File: config.mk
export PLATFORM = sky130hd
export DESIGN_NAME = nav_trig_scheduler
export DESIGN_NICKNAME = d
export VERILOG_FILES = /design/src/rtl/nav_trig_scheduler.sv
export SDC_FILE = /design/constraint.sdc
export NUM_CORES = 1
export LEC_CHECK = 0
export ABC_AREA = 1
export CAP_MARGIN = 5
export CORE_UTILIZATION = 45
export CTS_BUF_LIST = sky130_fd_sc_hd__clkbuf_4 sky130_fd_sc_hd__clkbuf_8
export CTS_CLUSTER_SIZE = 28
export DETAILED_ROUTE_END_ITERATION = 16
export GPL_TIMING_DRIVEN = 0
export PLACE_DENSITY = 0.79
export REMOVE_ABC_BUFFERS = 1
export SYNTH_ARGS = -nofsm -noshare
export SYNTH_HDL_FRONTEND = slang
export SYNTH_SLANG_ARGS = --single-unit
File: constraint.sdc
create_clock -name clk -period 5.3 [get_ports clk]
set_clock_uncertainty 0.15 [all_clocks]
set_input_delay 1.325 -clock clk [delete_from_list [all_inputs] [get_ports clk]]
set_output_delay 1.325 -clock clk [all_outputs]
set_load 0.03 [all_outputs]
File: src/rtl/nav_trig_scheduler.sv
// Round-robin scheduler sharing one fixed-latency sine unit between NUM_REQ navigation requesters.
// Optional quadrant folding with result sign restore: define TRIG_QUADRANT_FOLD_EN.
module nav_trig_scheduler #(
   parameter int NUM_REQ = 4,
   parameter int ANG_W   = 16,
   parameter int RES_W   = 16,
   parameter int SIN_LAT = 3
) (
   input  logic                     clk,
   input  logic                     rst_n,
   input  logic [NUM_REQ-1:0]       req,
   input  logic [NUM_REQ-1:0]       req_cos,
   input  logic [NUM_REQ*ANG_W-1:0] req_angle,
   output logic [NUM_REQ-1:0]       gnt,
   output logic [ANG_W-1:0]         trig_x,
   output logic                     trig_start,
   input  logic [RES_W-1:0]         trig_theta,
   output logic                     resp_valid,
   output logic [2:0]               resp_id,
   output logic [RES_W-1:0]         resp_data,
   output logic                     busy
);

   // Handshake: a requester holds req (with its angle/op stable) until it sees its gnt bit;
   // the angle is captured on the edge that raises gnt, so req may drop while gnt is high.
   // A requester that drops req before its grant is simply never served.

   localparam logic [1:0] S_IDLE  = 2'd0;
   localparam logic [1:0] S_ISSUE = 2'd1;
   localparam logic [1:0] S_WAIT  = 2'd2;
   localparam logic [1:0] S_RESP  = 2'd3;

   localparam logic [ANG_W-1:0] QUARTER = {2'b01, {(ANG_W-2){1'b0}}};

   logic [1:0]         state;
   logic [2:0]         ptr;
   logic [2:0]         cap_id;
   logic [ANG_W-1:0]   cap_angle;
   logic               cap_cos;
   logic [3:0]         cnt;

   logic [NUM_REQ-1:0] req_rot;
   logic [2:0]         pick_off;
   logic [3:0]         pick_sum;
   logic [2:0]         pick_idx;
   logic [ANG_W-1:0]   pick_angle;
   logic               pick_cos;
   logic [ANG_W-1:0]   eff_angle;
   logic [ANG_W-1:0]   issue_x;
   logic [RES_W-1:0]   result;

   assign busy = (state != S_IDLE);

   // Rotate so the pointer sits at bit 0; the lowest set bit is the next in round-robin order.
   assign req_rot  = NUM_REQ'({req, req} >> ptr);
   assign pick_sum = {1'b0, ptr} + {1'b0, pick_off};
   assign pick_idx = (pick_sum >= 4'(NUM_REQ)) ? 3'(pick_sum - 4'(NUM_REQ)) : pick_sum[2:0];

   always_comb begin
      pick_off = '0;
      for (int i = NUM_REQ-1; i >= 0; i--) begin
         if (req_rot[i]) pick_off = 3'(i);
      end
   end

   always_comb begin
      pick_angle = '0;
      pick_cos   = 1'b0;
      for (int i = 0; i < NUM_REQ; i++) begin
         if (pick_idx == 3'(i)) begin
            pick_angle = req_angle[i*ANG_W +: ANG_W];
            pick_cos   = req_cos[i];
         end
      end
   end

   assign eff_angle = cap_angle + (cap_cos ? QUARTER : '0);

`ifdef TRIG_QUADRANT_FOLD_EN
   localparam logic [ANG_W-1:0] HALF    = {2'b10, {(ANG_W-2){1'b0}}};
   localparam logic [RES_W-1:0] RES_MIN = {1'b1, {(RES_W-1){1'b0}}};
   localparam logic [RES_W-1:0] RES_MAX = {1'b0, {(RES_W-1){1'b1}}};

   logic [1:0] quad;
   logic       sign_q;

   assign quad = eff_angle[ANG_W-1 -: 2];

   // Map every quadrant onto [0, quarter]; the lower half-circle carries a negative sine.
   always_comb begin
      issue_x = eff_angle;
      case (quad)
         2'd1:    issue_x = HALF - eff_angle;
         2'd2:    issue_x = eff_angle - HALF;
         2'd3:    issue_x = '0 - eff_angle;
         default: issue_x = eff_angle;
      endcase
   end

   assign result = !sign_q ? trig_theta :
                   (trig_theta == RES_MIN) ? RES_MAX : (RES_W'(0) - trig_theta);

   always_ff @(posedge clk or negedge rst_n) begin
      if (!rst_n) begin
         sign_q <= 1'b0;
      end else if (state == S_ISSUE) begin
         sign_q <= quad[1];
      end
   end
`else
   assign issue_x = eff_angle;
   assign result  = trig_theta;
`endif

   always_ff @(posedge clk or negedge rst_n) begin
      if (!rst_n) begin
         state      <= S_IDLE;
         ptr        <= '0;
         cap_id     <= '0;
         cap_angle  <= '0;
         cap_cos    <= 1'b0;
         cnt        <= '0;
         gnt        <= '0;
         trig_x     <= '0;
         trig_start <= 1'b0;
         resp_valid <= 1'b0;
         resp_id    <= '0;
         resp_data  <= '0;
      end else begin
         gnt        <= '0;
         trig_start <= 1'b0;
         resp_valid <= 1'b0;
         case (state)
            S_IDLE: begin
               if (|req) begin
                  gnt       <= {{(NUM_REQ-1){1'b0}}, 1'b1} << pick_idx;
                  cap_angle <= pick_angle;
                  cap_cos   <= pick_cos;
                  cap_id    <= pick_idx;
                  ptr       <= (pick_idx == 3'(NUM_REQ-1)) ? 3'd0 : pick_idx + 3'd1;
                  state     <= S_ISSUE;
               end
            end
            S_ISSUE: begin
               trig_x     <= issue_x;
               trig_start <= 1'b1;
               cnt        <= 4'(SIN_LAT);
               state      <= S_WAIT;
            end
            S_WAIT: begin
               // cnt is SIN_LAT on the trig_start cycle, so RESP lines up with trig_theta valid.
               cnt <= cnt - 4'd1;
               if (cnt <= 4'd1) state <= S_RESP;
            end
            default: begin
               resp_data  <= result;
               resp_id    <= cap_id;
               resp_valid <= 1'b1;
               state      <= S_IDLE;
            end
         endcase
      end
   end

endmodule

==> flow_summary.ini <==
[die]
io-pin-count = 132
die-area_sq_um = 9310
rows = 34
core_sq_um = 8680
die_h_um = 96.5
die_width_um = 96.5
start_util = 0.463

[pwr]
ir_worst_vdd_v = 0.000365
p_sw_frac = 0.499
p_leak_uw = 0.00285
power_density_nw_per_um2 = 748
p_comb_frac = 0.663
seqPwrFrac = 0.221
clkPwrFrac = 0.115
power.internal_uw = 2060
p_switching_uw = 2050
power_uw = 4110

[logic_synthesis]
netlist.top_cell.by_area = dfrtp_1
synthAdderAreaFrac = 0.0455
synth_xor_area_frac = 0.00218
ys_warn_count = 0
synth_area_sq_um = 4020
synthFlopType = dfrtp_1
synth_simple_gate_area_frac = 0.302
ys_top_cells_by_area = dfrtp_1, nand2_1, nand3_1
syn_avg_cell_area_sq_um = 7.65
synth_top_family_by_area = simple AND/OR/NAND/NOR gates
synth_compound_area_frac = 0.0511
async_reset_ff_frac = 1.00
synth_commonest_cells = nand2_1, dfrtp_1, inv_1
synth_edf_count = 0
synthMuxAreaShare = 0.0505
synth-seq-cells = 70
synth-seq-area-share = 0.436
synth_cells = 525
yosys.cell_count.top_type = nand2_1
synthDistinctLibCells = 28
synth_top_cell_area_share = 0.436

[critical_path]
reg2reg_depth = 17
cp.arrival_ns = 4.92
path_class = input port to flop
cp-end-kind = flop
critical_path_required_ns = 5.38
start_kind = input port
path_max_fanout = 35

[sta]
report.final.slew_viol_count = 0
rsz0062_at_grt = no
hold_viol = 0
slew_headroom = 0.126
period_share = 0.912
setup_viol = 0
max_slew.worst_pin.slew_ns = 1.31
layout_min_cycle_time_ns = 4.83
fmax_mhz = 207
tns_ns = 0

[clock_tree]
clk_path_buf_depth = 2
htreeDepth = 3
clockRootBuffer = clkbuf_8
cts_setup_buffers = 0
clock_latency_ns = 0.34
clock_sinks = 70
clkTransAtPathRegs_ns = 0.07
cts_resized = 0
cts_buffers = 9
cts_tree = yes
hold_buffers = 0

[global_routing]
grt_pass1_vias = 3385
grt_max_degree = 71
grt_pass1_wl_um = 15200
track_usage = 0.214
antenna_found_initial = 0
grt-ovfl-total = 0

[drt]
avgRoutedWirePerCell_um = 12.7
drc = 0
drtPass1Iterations = 4
routed-wl-met2_um = 4600
wl_met3_um = 684
ant_nets = 0
routed.top_layer = met4
via_per_inst = 4.79
drt_iter0_markers = 138
routed_wl_um = 9550
wl_met1_um = 4040
vias = 3613

[cells_and_area]
layout-drive-gt1-share = 0.0712
syn_to_final_growth_pct = 36.7
fin_util = 0.633
fin_nets = 745
antennaDiodeCount = 0
stdcell_area_sq_um = 5490

[placed_design]
port_buffers = 131
placed_area_sq_um = 5270
gp_congestion = 0.767
place_hpwl_um = 6680

[worst_hold_path]
hold_class = flop to flop
holdPathStages = 2

[status]
status = finished, final reports clean

[run]
drv_cap = 0
-- metal layers --
metal,track usage,up-vias
met5,0,-
met1,0.243,1598
met4,0.0919,0
li1,-,1858
met3,0.0579,17
met2,0.374,140
-- placed cells by master (no fill, tap or decap), drive strengths merged, types with 3 or more instances in the layout --
cell type	count
nor2	33
a21oi	4
clkinv	3
o21ai	33
nand2	194
clkdlybuf4s50	130
dfrtp	70
nand3	56
clkbuf	9
ha	13
mux2	18
inv	70
-- final timing paths --
check	from	endpoint	slack, ns
min in group asynchronous	rst_n	trig_start$_DFF_PN0_	0.92
max in group asynchronous	rst_n	resp_data[12]$_DFFE_PN0P_	3.50
min reg2reg	trig_x[4]$_DFFE_PN0P_	trig_x[4]$_DFFE_PN0P_	0.32
max reg2reg	ptr[0]$_DFFE_PN0P_	cap_angle[12]$_DFFE_PN0P_	1.44
min	trig_x[4]$_DFFE_PN0P_	trig_x[4]$_DFFE_PN0P_	0.32
max	req[2]	cap_angle[12]$_DFFE_PN0P_	0.47
-- state kept, by name (all words and copies together) (netlist names) --
| signal | flops |
|---|---|
| gnt | 4 |
| state | 2 |
| resp_id | 3 |
| trig_x | 16 |
| resp_valid | 1 |
| cap_angle | 16 |
| resp_data | 16 |
| cnt | 4 |
| cap_cos | 1 |
| trig_start | 1 |
| ptr | 3 |
| cap_id | 3 |
-- cell type report --
cell class,count,area (sq um)
clock inverters,7,97.6
well taps,108,135
inverters,70,263
repair buffers,131,1310
multi-input cells,359,1810
clock buffers,9,124
fillers,768,3190
flip-flops and latches,70,1750
-- power by group through the flow --
stage	registers [uW]	logic [uW]	clock network, uW
after floorplan	1170	1660	0
after global placement	906	2650	0
after detailed placement	920	2730	0
after CTS	912	2740	482
after global routing	938	3080	509
final	910	2730	473
-- cell families (layout without fill, tap and decap cells) --
kind of cell / count (synthesis) / after routing
buf+inv: 96 / 217
simple gates: 286 / 286
compound gates: 40 / 40
xor+xnor: 1 / 1
mux: 18 / 18
fa+ha+maj: 14 / 14
flops: 70 / 70
-- worst max-delay path: stages --
cell	delay [ns]
clkdlybuf4s50_1	0.45
inv_1	0.06
o21ai_0	0.26
nand2_1	0.08
nand2_1	0.11
inv_1	0.06
nand2_1	0.06
a21oi_1	0.07
ha_1	0.22
fa_1	0.49
inv_1	0.12
ha_1	1.03
nor2_1	0.13
nand3_1	0.13
nand2_1	0.06
nand2_1	0.06
nand2_1	0.06
nand2_1	0.05
nand2_1	0.04
-- through the flow --
stage | hold slack (ns) | instances | worst slack [ns]
floorplan | 0.298 | 499 | 1.28
CTS | 0.327 | 754 | 0.516
global placement | 0.304 | 738 | 0.290
finish | 0.322 | 754 | 0.467
global route | 0.351 | 754 | 0.120
detailed placement | 0.309 | 738 | 0.160
No activity file was read; power rests on OpenSTA's default activity.
